[src/rtl/lif_tdm_scheduler.sv]
// Time-division leaky-integrate-and-fire scheduler: one shared update datapath
// visits N_NEURONS virtual neurons round-robin in two-cycle FETCH/COMMIT slots.
module lif_tdm_scheduler #(
    parameter int               N_NEURONS = 4,
    parameter int               IDX_W     = $clog2(N_NEURONS),
    parameter int               WIDTH     = 8,
    parameter logic [WIDTH-1:0] THRESH    = 8'd100,
    parameter logic [WIDTH-1:0] ADD       = 8'd5,
    parameter logic [WIDTH-1:0] LEAK      = 8'd1,
    parameter logic [WIDTH-1:0] VRESET    = 8'd0,
    parameter int               REFRACT   = 3
) (
    input  logic                 clk,
    input  logic                 rst_n,
    input  logic                 en,
    input  logic [N_NEURONS-1:0] signal_in,
    output logic [N_NEURONS-1:0] spike_out,
    output logic                 sweep_done,
    output logic [IDX_W-1:0]     cur_idx,
    input  logic [IDX_W-1:0]     rd_idx,
    output logic [WIDTH-1:0]     rd_vmem
);

    localparam int RW = (REFRACT > 0) ? $clog2(REFRACT + 1) : 1;

    localparam logic [1:0] ST_IDLE   = 2'd0;
    localparam logic [1:0] ST_FETCH  = 2'd1;
    localparam logic [1:0] ST_COMMIT = 2'd2;

    localparam logic [IDX_W-1:0] IDX_ZERO  = {IDX_W{1'b0}};
    localparam logic [IDX_W-1:0] IDX_ONE   = IDX_W'(1'b1);
    localparam logic [IDX_W-1:0] LAST_IDX  = IDX_W'(N_NEURONS - 1);
    localparam logic [RW-1:0]    REFR_LOAD = RW'(REFRACT);
    localparam logic [RW-1:0]    REFR_ZERO = {RW{1'b0}};
    localparam logic [RW-1:0]    REFR_ONE  = RW'(1'b1);

    // Unsigned add that clamps at the all-ones value instead of wrapping.
    function automatic logic [WIDTH-1:0] sat_add(input logic [WIDTH-1:0] a,
                                                 input logic [WIDTH-1:0] b);
        logic [WIDTH:0] s;
        s = {1'b0, a} + {1'b0, b};
        if (s[WIDTH]) begin
            sat_add = {WIDTH{1'b1}};
        end else begin
            sat_add = s[WIDTH-1:0];
        end
    endfunction

    // Unsigned subtract that floors at zero.
    function automatic logic [WIDTH-1:0] floor_sub(input logic [WIDTH-1:0] a,
                                                   input logic [WIDTH-1:0] b);
        if (a >= b) begin
            floor_sub = a - b;
        end else begin
            floor_sub = {WIDTH{1'b0}};
        end
    endfunction

    logic [1:0]           r_state;
    logic [IDX_W-1:0]     r_idx;
    logic [WIDTH-1:0]     r_vmem [N_NEURONS];
    logic [RW-1:0]        r_refr [N_NEURONS];
    logic [N_NEURONS-1:0] r_pend;
    logic [WIDTH-1:0]     r_v;
    logic                 r_p;
    logic [RW-1:0]        r_r;
    logic [N_NEURONS-1:0] r_spike;
    logic                 r_sweep_done;
    logic [WIDTH-1:0]     r_rd_vmem;

    logic [1:0]           w_state_nxt;
    logic [IDX_W-1:0]     w_idx_nxt;
    logic                 w_last;
    logic                 w_commit;
    logic [WIDTH-1:0]     w_inc;
    logic [WIDTH-1:0]     w_dec;
    logic [WIDTH-1:0]     w_n;
    logic                 w_fire;
    logic [N_NEURONS-1:0] w_clr;

    // Slot sequencing: IDLE -> FETCH -> COMMIT, wrapping at the last neuron.
    always_comb begin
        w_last      = (r_idx == LAST_IDX);
        w_commit    = (r_state == ST_COMMIT);
        w_state_nxt = r_state;
        w_idx_nxt   = r_idx;
        case (r_state)
            ST_IDLE: begin
                w_idx_nxt = IDX_ZERO;
                if (en) begin
                    w_state_nxt = ST_FETCH;
                end else begin
                    w_state_nxt = ST_IDLE;
                end
            end
            ST_FETCH: begin
                w_state_nxt = ST_COMMIT;
            end
            ST_COMMIT: begin
                if (w_last) begin
                    w_idx_nxt = IDX_ZERO;
                    if (en) begin
                        w_state_nxt = ST_FETCH;
                    end else begin
                        w_state_nxt = ST_IDLE;
                    end
                end else begin
                    w_idx_nxt   = r_idx + IDX_ONE;
                    w_state_nxt = ST_FETCH;
                end
            end
            default: begin
                w_idx_nxt   = IDX_ZERO;
                w_state_nxt = ST_IDLE;
            end
        endcase
    end

    // Shared integrate/leak/threshold datapath operating on the fetched neuron.
    always_comb begin
        w_inc = sat_add(r_v, ADD);
        w_dec = floor_sub(r_v, LEAK);
        if (r_p) begin
            w_n = w_inc;
        end else begin
            w_n = w_dec;
        end
        w_fire = w_commit && (r_r == REFR_ZERO) && (w_n >= THRESH);
        w_clr  = {N_NEURONS{1'b0}};
        if (w_commit) begin
            w_clr[r_idx] = 1'b1;
        end else begin
            w_clr = {N_NEURONS{1'b0}};
        end
    end

    // FSM state and current slot index.
    always_ff @(posedge clk or negedge rst_n) begin
        if (!rst_n) begin
            r_state <= ST_IDLE;
            r_idx   <= IDX_ZERO;
        end else begin
            r_state <= w_state_nxt;
            r_idx   <= w_idx_nxt;
        end
    end

    // Event capture; a new event in the COMMIT cycle outlives the clear.
    always_ff @(posedge clk or negedge rst_n) begin
        if (!rst_n) begin
            r_pend <= {N_NEURONS{1'b0}};
        end else begin
            r_pend <= (r_pend & ~w_clr) | signal_in;
        end
    end

    // Working copy of the serviced neuron, latched during FETCH.
    always_ff @(posedge clk or negedge rst_n) begin
        if (!rst_n) begin
            r_v <= VRESET;
            r_p <= 1'b0;
            r_r <= REFR_ZERO;
        end else if (r_state == ST_FETCH) begin
            r_v <= r_vmem[r_idx];
            r_p <= r_pend[r_idx];
            r_r <= r_refr[r_idx];
        end
    end

    // Per-neuron write-back in COMMIT; refractory takes priority over input.
    always_ff @(posedge clk or negedge rst_n) begin
        if (!rst_n) begin
            for (int i = 0; i < N_NEURONS; i++) begin
                r_vmem[i] <= VRESET;
                r_refr[i] <= REFR_ZERO;
            end
        end else if (w_commit) begin
            if (r_r != REFR_ZERO) begin
                r_vmem[r_idx] <= VRESET;
                r_refr[r_idx] <= r_r - REFR_ONE;
            end else if (w_fire) begin
                r_vmem[r_idx] <= VRESET;
                r_refr[r_idx] <= REFR_LOAD;
            end else begin
                r_vmem[r_idx] <= w_n;
            end
        end
    end

    // Registered pulses and debug readout.
    always_ff @(posedge clk or negedge rst_n) begin
        if (!rst_n) begin
            r_spike      <= {N_NEURONS{1'b0}};
            r_sweep_done <= 1'b0;
            r_rd_vmem    <= VRESET;
        end else begin
            r_spike      <= {N_NEURONS{1'b0}};
            r_sweep_done <= w_commit && w_last;
            r_rd_vmem    <= r_vmem[rd_idx];
            if (w_fire) begin
                r_spike[r_idx] <= 1'b1;
            end
        end
    end

    assign spike_out  = r_spike;
    assign sweep_done = r_sweep_done;
    assign cur_idx    = r_idx;
    assign rd_vmem    = r_rd_vmem;

endmodule

[config.mk]
export PLATFORM = sky130hd
export DESIGN_NAME = lif_tdm_scheduler
export DESIGN_NICKNAME = d
export VERILOG_FILES = /design/src/rtl/lif_tdm_scheduler.sv
export SDC_FILE = /design/constraint.sdc
export NUM_CORES = 1
export LEC_CHECK = 0
export ABC_AREA = 1
export CAP_MARGIN = 30
export CELL_PAD_IN_SITES_DETAIL_PLACEMENT = 1
export CELL_PAD_IN_SITES_GLOBAL_PLACEMENT = 2
export CORE_ASPECT_RATIO = 1.75
export CORE_MARGIN = 1
export CORE_UTILIZATION = 37
export CTS_BUF_LIST = sky130_fd_sc_hd__clkbuf_16
export CTS_CLUSTER_DIAMETER = 150
export CTS_CLUSTER_SIZE = 24
export DETAILED_ROUTE_END_ITERATION = 8
export PLACE_DENSITY_LB_ADDON = 0.1
export SLEW_MARGIN = 20
export SYNTH_ARGS = -nofsm -noshare
export SYNTH_HDL_FRONTEND = slang
export SYNTH_SLANG_ARGS = --single-unit
[constraint.sdc]
create_clock -name clk -period 8.3 [get_ports clk]
set_input_delay 1.66 -clock clk [delete_from_list [all_inputs] [get_ports clk]]
set_output_delay 1.66 -clock clk [all_outputs]
set_load 0.005 [all_outputs]
* Word level (Yosys, flattened, before mapping)
Index checks and enable logic that the tools add are counted.
Word-level totals: register bits 72, input bits 9, logic and storage cells 82
Operators by class: $add $sub $neg 4, $lt $le $gt $ge 7, equal/unequal tests 3, mux-type cells 33, bitwise logic cells 8, reduce and logical (&&, ||, !) cells 10
Operators with widths (count):
- 8-bit 2-to-1 mux | 10
- 32-bit 2-to-1 mux | 2
- 32-bit AND | 1
- 8-bit binary-select mux with 2-bit select | 2
- 32-bit bitwise mux | 1
- 32-bit inverter | 1
- 8-bit demux with 2-bit select | 1
- 2-bit 2-to-1 mux | 5
- 8-bit by 3-bit adder with 9-bit output (second input constant) | 1
- 8-bit bitwise mux | 1
- 8-bit by 1-bit >= comparator with 1-bit output (second input constant) | 1
- 8-bit by 7-bit >= comparator with 1-bit output (second input constant) | 1
- 4-bit 2-to-1 mux | 2
- 8-bit OR | 1
- 8-bit by 1-bit subtractor with 8-bit output (second input constant) | 1
- 3-bit >= comparator (second input constant) | 2
- 2-bit inverter with 3-bit output | 2
- 2-bit case mux with 3 select lines | 1
- 1-bit logical AND | 5
- 4-bit AND | 1
- 2-bit binary-select mux with 2-bit select | 1
- 2-bit demux with 2-bit select | 1
- 2-bit == test (second input constant) | 2
- 2-bit zero test | 2
- other kinds (14) | 17

* Depth between registers and ports, before layout
word-level depth 9, mapped depth 19, gate-level depth less buffers 17

* Least setup slack after synthesis
Ideal clock, no wire load.
path kind flip-flop to flip-flop, start point reg r_idx[0], in the netlist cur_idx[0], end point reg r_vmem[24] (netlist bit), library setup time 0.118 ns, data arrival time 2.551 ns, slack 5.632 ns, stages on the path, launching flop included 14, buffers on the path 4, period minus slack after synthesis 2.668 ns, cell sequence dfrtp_1 > clkbuf_1 > inv_1 > clkbuf_1 > clkbuf_1 > ha_1 > clkbuf_1 > clkinv_1 > nor2_1 > inv_1 > nand2_4 > inv_4 > nand2_1 > nand2_1
On the way: cells in the longest elaborated chain, start to end 9
RTL lines:
- start: declaration | line 60 | logic [IDX_W-1:0] r_idx;
- start signal: assignment | line 144 | r_idx <= w_idx_nxt;
- 2-bit inverter with 3-bit output (not written as such) * | line 179, 182, 185
- 3-bit >= comparator (not written as such) / 3-bit by 1-bit < comparator with 1-bit output (equally long branches) | line 179, 182, 185
- 1-bit logical AND (not written as such) | line 179, 182, 185
- 8-bit 2-to-1 mux (not written as such) | line 179, 182, 185
- 8-bit demux with 2-bit select * | line 179, 182, 185
- 32-bit inverter (no source line)
- 32-bit AND (no source line)
- 32-bit 2-to-1 mux | line 181 | end else if (w_fire) begin
- 32-bit 2-to-1 mux * | line 178 | if (r_r != REFR_ZERO) begin
- end signal: indexed assignment | line 185 | r_vmem[r_idx] <= w_n;
- end: declaration | line 61 | logic [WIDTH-1:0] r_vmem [N_NEURONS];
Mark *: on every way between the ends. The rest lies on a longest branch, timed or not. A chain may end at the register's enable or synchronous reset.

* Final worst setup path
start point reg r_idx[0], in the netlist cur_idx[0], end point out cur_idx[0]
RTL lines:
- end: declaration | line 19 | output logic [IDX_W-1:0] cur_idx,
No word-level cell between the ends.

==> results.md <==
Finish:
- The area growth from synthesis to layout is 16.0%.
- The total area of multi-input combinational cells is 2110 µm².
- The number of antenna cells inserted is 0.
- Fill cells in the final layout number 1409.
- In the final layout, flip-flops and latches occupy 1800 µm².
- After the last flow step, the layout net total stands at 623.
- Once layout is complete, the cells apart from fillers number 743.
- Cells with a size suffix above 1 make up 8.35% of the layout.

Routing:
- In the routed layout, each cell is associated on average with a via count of 5.48.
- For this block, the initial DRC count from the detailed router was 205.
- The first TritonRoute pass finished after 4 iterations.
- The routed wire length per instance is 20.3 µm.
- The remaining antenna violation count is 0.
- The routed layout has 4069 vias.
- After detailed routing, the number of remaining DRC violations is 0.
- The detailed-route wire length is 15100 µm.

CTS:
- No sink is reached through more buffers than the 2 on the longest clock path.
- The clock tree from TritonCTS is built.
- The clock insertion delay at the later pin of the skew report is 340 ps.
- The cell sitting at the root of the clock tree is a sky130_fd_sc_hd__clkbuf_16.
- Clock-pin slew was measured on the worst setup and hold paths at 60 ps.
- In this run, CTS created clock tree buffers numbering 9.
- The number of gates resized after CTS was 0.
- The quantity of hold-fixing buffers added after cts is 0.
- The total number of H-tree levels is 3.
- The number of buffers inserted to repair setup after CTS is 0.
- The number of clock sinks is 72.

Worst setup path:
- STA classifies the critical path startpoint as a flop.
- In this run the worst path has a maximum fanout of 22.
- The signal on the critical path passes through clkdlybuf4s50_1.
- The critical path in this run is classified as reg2out.
- Data on the critical path arrives at its endpoint at 1770 ps.
- The capturing element type of the critical path is an output port.
- In this design, the stage delay of the slowest critical-path cell is 790 ps.
- The number of buffer and inverter instances along the worst setup path is 1.
- At the worst endpoint, the required time is 6640 ps.
- The cell family contributing the most delay on the critical path is flip-flops.
- The critical-path cell with the highest stage delay is sky130_fd_sc_hd__dfrtp_1.

Floorplanning:
- The floorplan has 51 rows.
- The die covers 12000 µm².
- The starting utilization of the core area is 38.1%.
- The floorplan step set the die height to 144 µm.
- In this run the horizontal extent of the chip is 83.3 µm.
- Pin placement for this block handled 24 I/O pins.
- The total core area is 11200 µm².

Global route:
- Global routing consumed, over all layers together, 27.0% of the routing resources.
- The total overflow left after global routing is 0.
- The first global-routing pass estimated 23900 µm of wire.
- The number of global-route vias before repair was 4290.
- The initial antenna violation count is 0.
- The maximum number of pins on one net before global-route repair is 73.

Synthesis:
- The flip-flop and latch count after synthesis is 72.
- The multiplexer fraction of the synthesized cell area is 0%.
- After Yosys synthesis, XOR and XNOR cells account for 0.409% of the synthesized area.
- In this run the cell area of the synthesized design comes to 4280 µm².
- After synthesis, the largest family of logic cells by area is simple AND/OR/NAND/NOR gates.
- The fraction of the mapped netlist area in compound gates is 14.5%.
- The net count after synthesis is 610.
- In this run, distinct cell masters in the synthesized netlist total 33.
- After synthesis, flip-flops and latches occupy 42.1% of the total area.
- The per-instance average area after synthesis is 7.22 µm².
- The synthesized-area fraction occupied by and/or/nand/nor cells is 32.1%.
- Counting every instance in the synthesized netlist gives 593.
- During synthesis, Yosys emitted a total of 0 warnings.
- After Yosys synthesis, full adders, half adders and majority gates account for 2.34% of the synthesized area.

Run status:
- The run finished with clean final reports.

Placed design:
- During placement, the flow inserted port buffers numbering 23.
- Routability-driven placement finished with a final weighted congestion of 0.852.
- Detailed placement finished with a half-perimeter wire length of 11600 µm.
- Once placement completed, the tool counted placed cells totaling 726.

Power and ir drop:
- The areal power density over the cells is 442 nW/µm².
- The reported leakage power is 0.00246 µW.
- The maximum VDD drop is 225 µV.

Timing:
- The final-report hold violation count is 0.
- The fmax is 292 MHz.
- Summed over all failing endpoints, the final setup total negative slack is 0 ps.
- Setup repair after global routing left no endpoint under its margin.
- The shortest clock period the worst path allows after layout is 3430 ps.
- The number of max-slew violations in the final report is 0.
- The final setup violation count is 0.
- The post-route clock period utilization is 41.3%.
- The worst relative slew slack is 43.5%.
- The worst-case clock skew is 9.04 ps.
- The actual transition at the worst max-transition pin is 839 ps.

Hold path:
- The path class of the tightest hold or removal check is reg2reg.

Job:
- Max-cap violations in this run came to 0.
-- path summary, 6_finish.rpt --
check / start / endpoint / slack, ps / cells after the start
setup / recovery: cur_idx[0] / cur_idx[0] / 4870 / 1
hold / removal: r_pend[2] / r_pend[2] / 490 / 1
setup reg to reg: cur_idx[0] / r_vmem[24] / 5180 / 9
hold reg to reg: r_pend[2] / r_pend[2] / 490 / 1
max in group asynchronous: rst_n / r_refr[7] / 6530 / 2
min in group asynchronous: rst_n / r_vmem[27] / 1200 / 1
-- layout by cell type, fill, tap and decap left out, types with 2 or more instances in the layout --
master,Yosys,final
sky130_fd_sc_hd__nand2_1,146,146
sky130_fd_sc_hd__dfrtp_1,72,72
sky130_fd_sc_hd__nor2_1,66,66
sky130_fd_sc_hd__nand3_1,60,60
sky130_fd_sc_hd__o21ai_0,60,60
sky130_fd_sc_hd__inv_1,59,59
sky130_fd_sc_hd__a21oi_1,23,23
sky130_fd_sc_hd__clkdlybuf4s50_1,0,22
sky130_fd_sc_hd__a31oi_1,11,11
sky130_fd_sc_hd__nor2_2,10,10
sky130_fd_sc_hd__clkbuf_16,0,9
sky130_fd_sc_hd__ha_1,8,8
sky130_fd_sc_hd__nand2_2,7,7
sky130_fd_sc_hd__o22ai_1,7,7
sky130_fd_sc_hd__nand4_1,6,6
sky130_fd_sc_hd__inv_2,5,5
sky130_fd_sc_hd__clkinv_1,4,5
sky130_fd_sc_hd__nand2_4,5,5
sky130_fd_sc_hd__a32oi_1,4,4
sky130_fd_sc_hd__bufinv_16,0,4
sky130_fd_sc_hd__nor2_4,2,2
sky130_fd_sc_hd__xor2_1,2,2
sky130_fd_sc_hd__a21o_1,2,2
sky130_fd_sc_hd__o21bai_1,2,2
sky130_fd_sc_hd__a21boi_0,2,2
sky130_fd_sc_hd__inv_6,0,2
sky130_fd_sc_hd__buf_4,3,2
-- cell families (layout without fill, tap and decap cells) --
family                   after synthesis  in the layout
XOR/XNOR                               2              2
AO/OA/AOI/OAI                        113            113
flip-flops                            72             72
adder cells (fa/ha/maj)                8              8
buffers and inverters                 92            110
AND/OR/NAND/NOR                      306            306
-- report_power, final --
group	internal [µW]	switching [µW]
Sequential	469	177
Clock	325	155
Combinational	323	747
Total	1120	1080
-- stage by stage --
step / instance area [µm²] / worst slack, ps / hold WS [ps] / utilization, % / total power [µW]
finish: 4970 / 4870 / 488 / 44.3 / 2200
global route: 4970 / 4800 / 523 / 44.3 / 2360
CTS: 4940 / 4860 / 496 / 44.0 / 2210
detailed placement: 4580 / 5000 / 482 / 40.7 / 1720
global placement: 4580 / 5130 / 476 / 40.7 / 1690
floorplan: 4280 / 5630 / 448 / - / 1340
-- final cells by class --
| type | instances | area share (%) |
|---|---|---|
| well taps | 132 | 3.32 |
| inverters | 69 | 5.26 |
| repair buffers | 25 | 5.29 |
| flip-flops and latches | 72 | 36.3 |
| clock buffers | 9 | 4.53 |
| multi-input cells | 429 | 42.5 |
| clock inverters | 7 | 2.84 |
-- flip-flops by register name, indices dropped and copies added, names as in the netlist --
register	count
r_vmem	32
r_refr	8
r_v	8
rd_vmem	8
r_pend	4
spike_out	4
cur_idx	2
r_r	2
r_state	2
r_p	1
sweep_done	1
-- Yosys cell counts --
master	count	area, µm²
sky130_fd_sc_hd__nor2_1	66	248
sky130_fd_sc_hd__clkbuf_1	16	60.1
sky130_fd_sc_hd__o21bai_1	2	15.0
sky130_fd_sc_hd__o211ai_1	1	7.51
sky130_fd_sc_hd__clkinv_1	4	15.0
sky130_fd_sc_hd__buf_6	1	11.3
sky130_fd_sc_hd__xor2_1	2	17.5
sky130_fd_sc_hd__nand3b_1	1	7.51
sky130_fd_sc_hd__inv_1	59	221
sky130_fd_sc_hd__o21ai_0	60	300
sky130_fd_sc_hd__a21boi_0	2	15.0
sky130_fd_sc_hd__inv_4	1	6.26
sky130_fd_sc_hd__a21oi_1	23	115
sky130_fd_sc_hd__inv_2	5	18.8
sky130_fd_sc_hd__nand2_8	1	20.0
sky130_fd_sc_hd__o21ai_1	1	5.00
sky130_fd_sc_hd__nand3_4	1	17.5
sky130_fd_sc_hd__nand3_2	1	10.0
sky130_fd_sc_hd__o22ai_1	7	43.8
sky130_fd_sc_hd__dfrtp_1	72	1800
sky130_fd_sc_hd__nand2_2	7	43.8
sky130_fd_sc_hd__buf_4	3	22.5
sky130_fd_sc_hd__a31oi_1	11	68.8
sky130_fd_sc_hd__buf_2	3	15.0
sky130_fd_sc_hd__a32oi_1	4	35.0
sky130_fd_sc_hd__a21o_1	2	15.0
sky130_fd_sc_hd__ha_1	8	100
sky130_fd_sc_hd__nor2_2	10	62.6
sky130_fd_sc_hd__nor2_4	2	22.5
sky130_fd_sc_hd__nand2_4	5	56.3
sky130_fd_sc_hd__nand3_1	60	300
sky130_fd_sc_hd__nand4_1	6	37.5
sky130_fd_sc_hd__nand2_1	146	548
-- per-layer routing --
| metal | up-vias | part of all wire (%) | track usage (%) |
|---|---|---|---|
| met1 | 1977 | 37 | 27.7 |
| met2 | 90 | 55 | 51.6 |
| met4 | 0 | 6.2 | 17.0 |
| li1 | 1950 | - | - |
| met3 | 52 | 2.4 | 3.08 |
| met5 | - | 0 | 0 |
Note: power is estimated with default switching activity, not from simulation.
